## config.mk

```make
export PLATFORM = sky130hd
export DESIGN_NAME = obi_arbiter
export DESIGN_NICKNAME = d
export VERILOG_FILES = /design/src/rtl/obi_arbiter.sv
export SDC_FILE = /design/constraint.sdc
export NUM_CORES = 1
export LEC_CHECK = 0
export ABC_CLOCK_PERIOD_IN_PS = 2200
export BUFFER_PORTS_ARGS = -buffer_cell sky130_fd_sc_hd__clkbuf_2
export CAP_MARGIN = 25
export CORE_AREA = 2 2 107 109
export CTS_CLUSTER_DIAMETER = 100
export DETAILED_ROUTE_END_ITERATION = 10
export DIE_AREA = 0 0 109 111
export PLACE_DENSITY_LB_ADDON = 0.12
export SYNTH_ARGS = -nofsm -noshare
export SYNTH_HDL_FRONTEND = slang
export SYNTH_SLANG_ARGS = --single-unit
export TNS_END_PERCENT = 10
```

## constraint.sdc

```tcl
create_clock -name clk -period 2.2 [get_ports clk]
set_input_delay 0.11 -clock clk [delete_from_list [all_inputs] [get_ports clk]]
set_output_delay 0.11 -clock clk [all_outputs]
set_load 0.02 [all_outputs]
```

## src/rtl/obi_arbiter.sv

```systemverilog
`default_nettype none
// ============================================================================
// Module   : obi_arbiter
// Brief    : Two-master OBI arbiter (instr fetch + data load/store) onto one
//            shared memory port, with in-order response steering.
// Revision : 1.0 - initial release
// ============================================================================
module obi_arbiter #(
    parameter int STARVE_LIMIT = 4,
    parameter int DEPTH        = 2
) (
    input  logic        clk,
    input  logic        rstn,
    input  logic        instr_req,
    input  logic [31:0] instr_addr,
    output logic        instr_gnt,
    output logic        instr_rvalid,
    output logic [31:0] instr_rdata,
    input  logic        data_req,
    input  logic        data_we,
    input  logic [3:0]  data_be,
    input  logic [31:0] data_addr,
    input  logic [31:0] data_wdata,
    output logic        data_gnt,
    output logic        data_rvalid,
    output logic [31:0] data_rdata,
    output logic        mem_req,
    output logic        mem_we,
    output logic [3:0]  mem_be,
    output logic [31:0] mem_addr,
    output logic [31:0] mem_wdata,
    input  logic        mem_gnt,
    input  logic        mem_rvalid,
    input  logic [31:0] mem_rdata,
    output logic        err
);

    localparam int c_CNT_W = $clog2(DEPTH + 1);
    localparam int c_PTR_W = (DEPTH > 1) ? $clog2(DEPTH) : 1;
    localparam int c_STV_W = (STARVE_LIMIT > 0) ? $clog2(STARVE_LIMIT + 1) : 1;

    localparam logic [c_CNT_W-1:0] c_DEPTH_V  = c_CNT_W'(DEPTH);
    localparam logic [c_PTR_W-1:0] c_PTR_LAST = c_PTR_W'(DEPTH - 1);
    localparam logic [c_STV_W-1:0] c_LIMIT_V  = c_STV_W'(STARVE_LIMIT);

    logic [DEPTH-1:0]   r_owner;
    logic [c_PTR_W-1:0] r_rptr;
    logic [c_PTR_W-1:0] r_wptr;
    logic [c_CNT_W-1:0] r_count;
    logic [c_STV_W-1:0] r_starve;
    logic               r_err;

    logic w_full;
    logic w_empty;
    logic w_starved;
    logic w_sel_data;
    logic w_hs;
    logic w_pop;
    logic w_head;

    function automatic logic [c_PTR_W-1:0] f_ptr_inc(input logic [c_PTR_W-1:0] p);
        return (p == c_PTR_LAST) ? '0 : p + 1'b1;
    endfunction

    assign w_full     = (r_count == c_DEPTH_V);
    assign w_empty    = (r_count == '0);
    assign w_starved  = (r_starve == c_LIMIT_V);
    // Data has priority unless the fetch side has been starved long enough.
    assign w_sel_data = data_req & ~(instr_req & w_starved);

    assign mem_req    = (instr_req | data_req) & ~w_full & rstn;
    assign w_hs       = mem_req & mem_gnt;
    assign instr_gnt  = w_hs & ~w_sel_data;
    assign data_gnt   = w_hs & w_sel_data;

    assign mem_addr   = w_sel_data ? data_addr  : instr_addr;
    assign mem_we     = w_sel_data ? data_we    : 1'b0;
    assign mem_be     = w_sel_data ? data_be    : 4'hF;
    assign mem_wdata  = w_sel_data ? data_wdata : 32'h0;

    // Responses are steered by the oldest outstanding owner; strays are dropped.
    assign w_pop        = mem_rvalid & ~w_empty;
    assign w_head       = r_owner[r_rptr];
    assign instr_rvalid = w_pop & ~w_head;
    assign data_rvalid  = w_pop & w_head;
    assign instr_rdata  = mem_rdata;
    assign data_rdata   = mem_rdata;
    assign err          = r_err;

    always_ff @(posedge clk or negedge rstn) begin
        if (!rstn) begin
            r_owner  <= '0;
            r_rptr   <= '0;
            r_wptr   <= '0;
            r_count  <= '0;
            r_starve <= '0;
            r_err    <= 1'b0;
        end else begin
            if (w_hs) begin
                r_owner[r_wptr] <= w_sel_data;
                r_wptr          <= f_ptr_inc(r_wptr);
            end
            if (w_pop) begin
                r_rptr <= f_ptr_inc(r_rptr);
            end
            if (w_hs && !w_pop) begin
                r_count <= r_count + 1'b1;
            end else if (!w_hs && w_pop) begin
                r_count <= r_count - 1'b1;
            end
            if (mem_rvalid && w_empty) begin
                r_err <= 1'b1;
            end
            if (!instr_req || instr_gnt) begin
                r_starve <= '0;
            end else if (data_gnt && !w_starved) begin
                r_starve <= r_starve + 1'b1;
            end
        end
    end

endmodule
`default_nettype wire

```

==> results.md, run 1 <==
- DRT Pass-1 Iters: 2
- Peak supply drop: 0.000297 V
- PortBufs: 181
- GRT Total Usage: 8.85%
- Async SR Flop Fraction: 100%
- Crit path capture type: output port
- Post-synth EDFFs: 0
- Crit path max-delay cell type: dfrtp_1
- Syn avg cell area: 8.58 sq um
- Die Area: 12100 sq um
- Root Buffer: clkbuf_16
- Worst clock skew: 0.00398 ns
- Final TNS setup: 0 ns
- Worst Path Required: 2.09 ns
- Outcome: finished, final reports clean
- Hold_ws: 0.0982 ns
- Post-detail-place hpwl: 5.08 mm
- R2R cell count: 7
- Final Cycle Share: 90.2%
- CORE AREA: 11100 sq um
- # nets final: 458
- Power after layout: 1.26 mW
- # rows: 39
- Leakage: 1.38 nW
- H-tree depth: 1
- Cell Area, Synth: 1710 sq um
- Switch share: 37.9%
- Slew Limit Fails: 0
- Chip height: 111 um
- Hold path start: mem_rvalid
- R2r setup slk: 0.55 ns
- Power Internal: 786 uW
- Number of global-route vias before repair: 1659
- Clock sinks: 10
- Iter 0 DRT Violations: 50
- Switch Pwr: 479 uW
- Final worst slack: 0.216 ns
- Routed WL per cell: 12.8 um
- WP depth: 7
- RSZ-0062 raised after global routing: false
- Max frequency: 504 MHz
- Sequential area share after synthesis: 14.7%
- Sequential power share: 24.1%
- Grt total ovfl: 0
- Tightest Pin Transition: 0.483 ns
- First-pass GRT wire length: 8.45 mm
- Final cell count without fillers: 457
- #FFs+latches synth: 10
- Slowest stage delay, CP: 0.39 ns
- Share of cells above drive strength 1: 73.2%
- Max-slew headroom: 67.4%
- N_diodes: 0
- Fin crit period: 1.98 ns
- Final wirelength: 5.85 mm
- Gate power share: 51.2%
- Worst Setup SP: r_starve[0]
- Post-Syn Instances: 199
- CTS resizes: 0
- Final Util: 21.5%
- Max-cap viol count: 0
- Area Overhead vs Synth: 39.7%
- CP bufs+invs: 3
- Initial core utilization: 15.4%
- Final hold violation count: 0
- CP Launch Type: register
- Max Root-Sink Buffers: 2
- Post-route ant nets: 0
- DP Worst Slack: 0.430 ns
- # setup viols final: 0
- GPL Wtd Cong: 0.693
- Post-Place Cells: 453
- DRC errors left: 0
- Critical path class: reg -> out
- CTS tree: built
- Inserted Clock Buffers: 3
- Hold Path End: err
- PwrDens: 531 nW/um^2
- Clock transition at path regs: 0.04 ns
- Vias after detailed routing: 1764
- R2r startpoint: r_count[1]
- Die Wd: 109 um
- Net Count, Synth: 341
- Worst-path cell chain: inv_1 -> ha_1 -> nand3_2 -> nand2_2 -> buf_4 -> mux2_2 -> clkbuf_2
- Crit path DAT: 1.87 ns
- Num ports: 278
- Top_reg_cell synth: dfrtp_1
- Vias per cell: 3.86
- RR Endpoint: r_count[1]
- Yosys synthesis warning count: 0
- Hold Crit Class: in -> reg
- Worst-path maximum fanout: 21
- Top Family by Delay on Critical Path: buffers and inverters
- Distinct cells, synth: 32
- Clock power frac: 24.7%
- Placement Cell Area: 2300 sq um
- Worst skew pair latency: 0.23 ns
- Hold-critical path depth: 2
- Initial antenna violation count: 0
- Final instance area: 2380 sq um
- Largest net degree at the start of global routing: 38
==> worst max-delay path by stage <==
| stage | slack, ns | to |
|---|---|---|
| 3_5_place_dp | 0.43 | mem_addr[26] |
| 6_report | 0.22 | mem_addr[26] |
| 2_1_floorplan | 0.49 | r_count[1] |
| 3_3_place_gp | 0.44 | mem_addr[26] |
| 4_1_cts | 0.18 | mem_addr[26] |
| 5_1_grt | 0.08 | mem_addr[26] |
==> cell usage after synthesis (2+ instances only) <==
cell type / n / share of area, %
and3_1: 33 / 12
o31ai_2: 2 / 1.5
buf_2: 4 / 1.2
nor2_1: 5 / 1.1
ha_1: 3 / 2.2
mux2_2: 32 / 21
buf_4: 66 / 29
inv_1: 4 / 0.88
dfrtp_1: 10 / 15
xnor2_1: 3 / 1.5
clkbuf_1: 6 / 1.3
nand2_1: 4 / 0.88
nand2b_1: 4 / 1.5
o211ai_1: 4 / 1.8
xor2_1: 2 / 1.0
==> sequential cells by signal (all words and copies together), names as in the netlist <==
signal / count
err: 1
r_starve: 3
r_owner: 2
r_count: 2
r_wptr: 1
r_rptr: 1
==> layout make-up <==
type | count | area (sq um)
Tap cell | 143 | 179
Multi-Input combinational cell | 109 | 903
Timing Repair Buffer | 188 | 961
Inverter | 4 | 15.0
Sequential cell | 10 | 250
Clock buffer | 3 | 75.1
Fill cell | 1235 | 8690
==> layout by cell type (no fill, tap or decap) <==
master           n
o211ai_1         4
nor2b_2          1
ha_1             3
nand2b_1         4
dlygate4sd3_1    1
nor2_1           5
buf_4            6
nor2b_1          1
or3_1            1
or4_4            1
nand3_2          1
o41ai_1          1
dfrtp_1         10
o31ai_2          2
xor2_1           2
nand2_1          4
and3_1          33
clkbuf_2       181
inv_1            4
clkbuf_16        3
nand4b_1         1
mux2_4           1
o21ai_0          1
mux2_2          32
o31ai_1          1
a21o_1           1
nand2_2          1
nor2_2           1
xnor2_1          3
and2_1           1
mux2i_1          1
or4b_1           1
nor3b_1          1
==> power groups by stage <==
| stage | logic, mW | clock network, mW | registers, mW |
|---|---|---|---|
| floorplan | 0.587 | 0 | 0.292 |
| global placement | 0.661 | 0 | 0.309 |
| detailed placement | 0.656 | 0 | 0.305 |
| CTS | 0.662 | 0.323 | 0.304 |
| global route | 0.709 | 0.339 | 0.313 |
| finish | 0.647 | 0.313 | 0.304 |
==> what timing repair did <==
action	in CTS	in global routing
setup buffers	0	0
endpoints found under the hold margin	10	0
hold buffers	1	0
==> metal layers <==
metal  part of all wire (%)  wire [um]  up-vias  global-route usage (%)
met4                    1.5         85        0                    2.22
met3                     13        768       11                    3.00
met1                     35       2040      756                    8.91
met2                     50       2960      147                    16.9
met5                      0          0        -                       0
li1                       -          -      850                       -
==> cell families after synthesis <==
group	count (synthesis)	share of synthesized area [%]
compound gates	10	4.91
buf+inv	80	32.4
simple gates	57	20.7
mux	34	22.6
xor+xnor	5	2.57
fa+ha+maj	3	2.20
flops	10	14.7
Power figures use the tool's default switching activity.
==> inputs of run 2 (changes only) <==
--- a/config.mk
+++ b/config.mk
@@ -12,7 +12,6 @@
 export CTS_CLUSTER_DIAMETER = 100
 export DETAILED_ROUTE_END_ITERATION = 10
 export DIE_AREA = 0 0 109 111
-export PLACE_DENSITY_LB_ADDON = 0.12
 export SYNTH_ARGS = -nofsm -noshare
 export SYNTH_HDL_FRONTEND = slang
 export SYNTH_SLANG_ARGS = --single-unit
==> results.md, run 2 (synthesis results as in run 1) <==
- Largest net degree at the start of global routing: 35 (was 38)
- Max frequency: 478 MHz (was 504 MHz)
- Peak supply drop: 0.000277 V (was 0.000297 V)
- Final Util: 21.8% (was 21.5%)
- Post-route ant nets: 0 (unchanged)
- H-tree depth: 1 (unchanged)
- Chip height: 111 um (unchanged)
- N_diodes: 0 (unchanged)
- DRC errors left: 0 (unchanged)
- Final TNS setup: 0 ns (unchanged)
- R2r setup slk: 0.51 ns (was 0.55 ns)
- Grt total ovfl: 0 (unchanged)
- Root Buffer: clkbuf_16 (unchanged)
- Vias per cell: 3.96 (was 3.86)
- Die Wd: 109 um (unchanged)
- Number of global-route vias before repair: 1744 (was 1659)
- Hold Crit Class: in -> reg (unchanged)
- PwrDens: 553 nW/um^2 (was 531 nW/um^2)
- Clock transition at path regs: 0.04 ns (about the same)
- Area Overhead vs Synth: 41.2% (was 39.7%)
- Worst-path maximum fanout: 26 (was 21)
- Post-detail-place hpwl: 5.60 mm (was 5.08 mm)
- CORE AREA: 11100 sq um (unchanged)
- Worst-path cell chain: inv_1 -> ha_1 -> nand3_2 -> nand2_4 -> buf_12 -> mux2_2 -> clkbuf_2 (was inv_1 -> ha_1 -> nand3_2 -> nand2_2 -> buf_4 -> mux2_2 -> clkbuf_2)
- CTS tree: built (unchanged)
- Worst skew pair latency: 0.24 ns (was 0.23 ns)
- Biggest regs: r_starve (3), r_count (2), r_owner (2) (unchanged)
- Final wirelength: 6.33 mm (was 5.85 mm)
- Initial antenna violation count: 0 (unchanged)
- Max reg flops: 3 (unchanged)
- Share of cells above drive strength 1: 73.2% (unchanged)
- Max-slew headroom: 82.5% (was 67.4%)
- # nets final: 457 (was 458)
- GPL Wtd Cong: 0.803 (was 0.693)
- Max Root-Sink Buffers: 2 (unchanged)
- First-pass GRT wire length: 9.09 mm (was 8.45 mm)
- Crit path max-delay cell type: dfrtp_1 (unchanged)
- PortBufs: 181 (unchanged)
- # Post-CTS Setup Buffers: 0 (unchanged)
- Crit path capture type: output port (unchanged)
- Final Cycle Share: 95.1% (was 90.2%)
- Vias after detailed routing: 1809 (was 1764)
- Max-cap viol count: 0 (unchanged)
- RSZ-0062 raised after global routing: false (unchanged)
- Final hold violation count: 0 (unchanged)
- Register bank with the most flops: r_starve (unchanged)
- Slowest stage delay, CP: 0.39 ns (about the same)
- Most frequent cells in the layout: 180 x clkbuf_2, 33 x and3_1, 32 x mux2_2, 10 x dfrtp_1, 5 x nor2_1 (was 181 x clkbuf_2, 33 x and3_1, 32 x mux2_2, 10 x dfrtp_1, 6 x buf_4)
- Worst Path Required: 2.09 ns (about the same)
- Num ports: 278 (unchanged)
- GRT Total Usage: 9.65% (was 8.85%)
- Most common cell after layout, fill and taps aside: clkbuf_2 (unchanged)
- Worst clock skew: 0.00241 ns (was 0.00398 ns)
- Final instance area: 2410 sq um (was 2380 sq um)
- Hold_ws: 0.102 ns (was 0.0982 ns)
- Crit path DAT: 1.98 ns (was 1.87 ns)
- CP Launch Type: register (unchanged)
- Fin crit period: 2.09 ns (was 1.98 ns)
- Fillers: 1222 (was 1235)
- Routed WL per cell: 13.8 um (was 12.8 um)
- # setup viols final: 0 (unchanged)
- Tightest Pin Transition: 0.259 ns (was 0.483 ns)
- # rows: 39 (unchanged)
- Initial core utilization: 15.4% (unchanged)
- Leakage: 1.39 nW (was 1.38 nW)
- Critical path class: reg -> out (unchanged)
- DRT Pass-1 Iters: 4 (was 2)
- Inserted Clock Buffers: 3 (unchanged)
- Placement Cell Area: 2300 sq um (about the same)
- Outcome: finished, final reports clean (unchanged)
- Slew Limit Fails: 0 (unchanged)
- Clock sinks: 10 (unchanged)
- Die Area: 12100 sq um (unchanged)
- Iter 0 DRT Violations: 70 (was 50)
==> run 2: power breakdown <==
group / switching [mW] / internal, mW
Combinational: 0.355 / 0.313
Clock: 0.0867 / 0.273
Sequential: 0.0570 / 0.246
==> run 2: worst max-delay path, delay by kind of cell (launching register included) <==
| kind | cells | cell delay [ns] |
|---|---|---|
| multiplexers | 1 | 0.38 |
| buffers and inverters | 3 | 0.47 |
| flip-flops | 1 | 0.39 |
| adder cells (fa/ha/maj) | 1 | 0.18 |
| AND/OR/NAND/NOR | 2 | 0.30 |
==> run 2: layer usage <==
layer	track usage (%)	share of wire, %
met4	1.97	0.62
met3	3.12	11
met2	17.7	52
met5	0	0
met1	10.7	36
==> run 2: area by class of cell <==
type / instances / area, sq um / area share (%)
Clock buffer: 4 / 88.8 / 3.69
Sequential cell: 10 / 250 / 10.4
Timing Repair Buffer: 187 / 968 / 40.2
Multi-Input combinational cell: 109 / 908 / 37.7
Inverter: 4 / 15.0 / 0.623
Tap cell: 143 / 179 / 7.42
==> run 2: timing repair <==
| item | CTS | global route |
|---|---|---|
| endpoints found under the hold margin | 10 | 0 |
| gates resized for setup | 0 | 3 |
| hold buffers | 1 | 0 |
| setup endpoints to repair | 0 | 27 |
==> run 2: metrics by stage <==
stage	setup slack, ns	total power, mW	instances
CTS	0.0160	1.35	457
finish	0.108	1.33	457
floorplan	0.491	0.879	199
global placement	0.340	0.970	452
global route	0.0215	1.42	457
detailed placement	0.283	0.977	452
==> run 2: worst paths after layout <==
check | from | to | cells after the start
min in group asynchronous | rstn | r_owner[1] | 2
max in group asynchronous | rstn | r_starve[2] | 2
worst max register to register | r_starve[0] | r_owner[0] | 6
worst min-delay path | mem_rvalid | err | 2
worst max-delay path | r_starve[0] | mem_addr[2] | 7
worst min register to register | err | err | 1
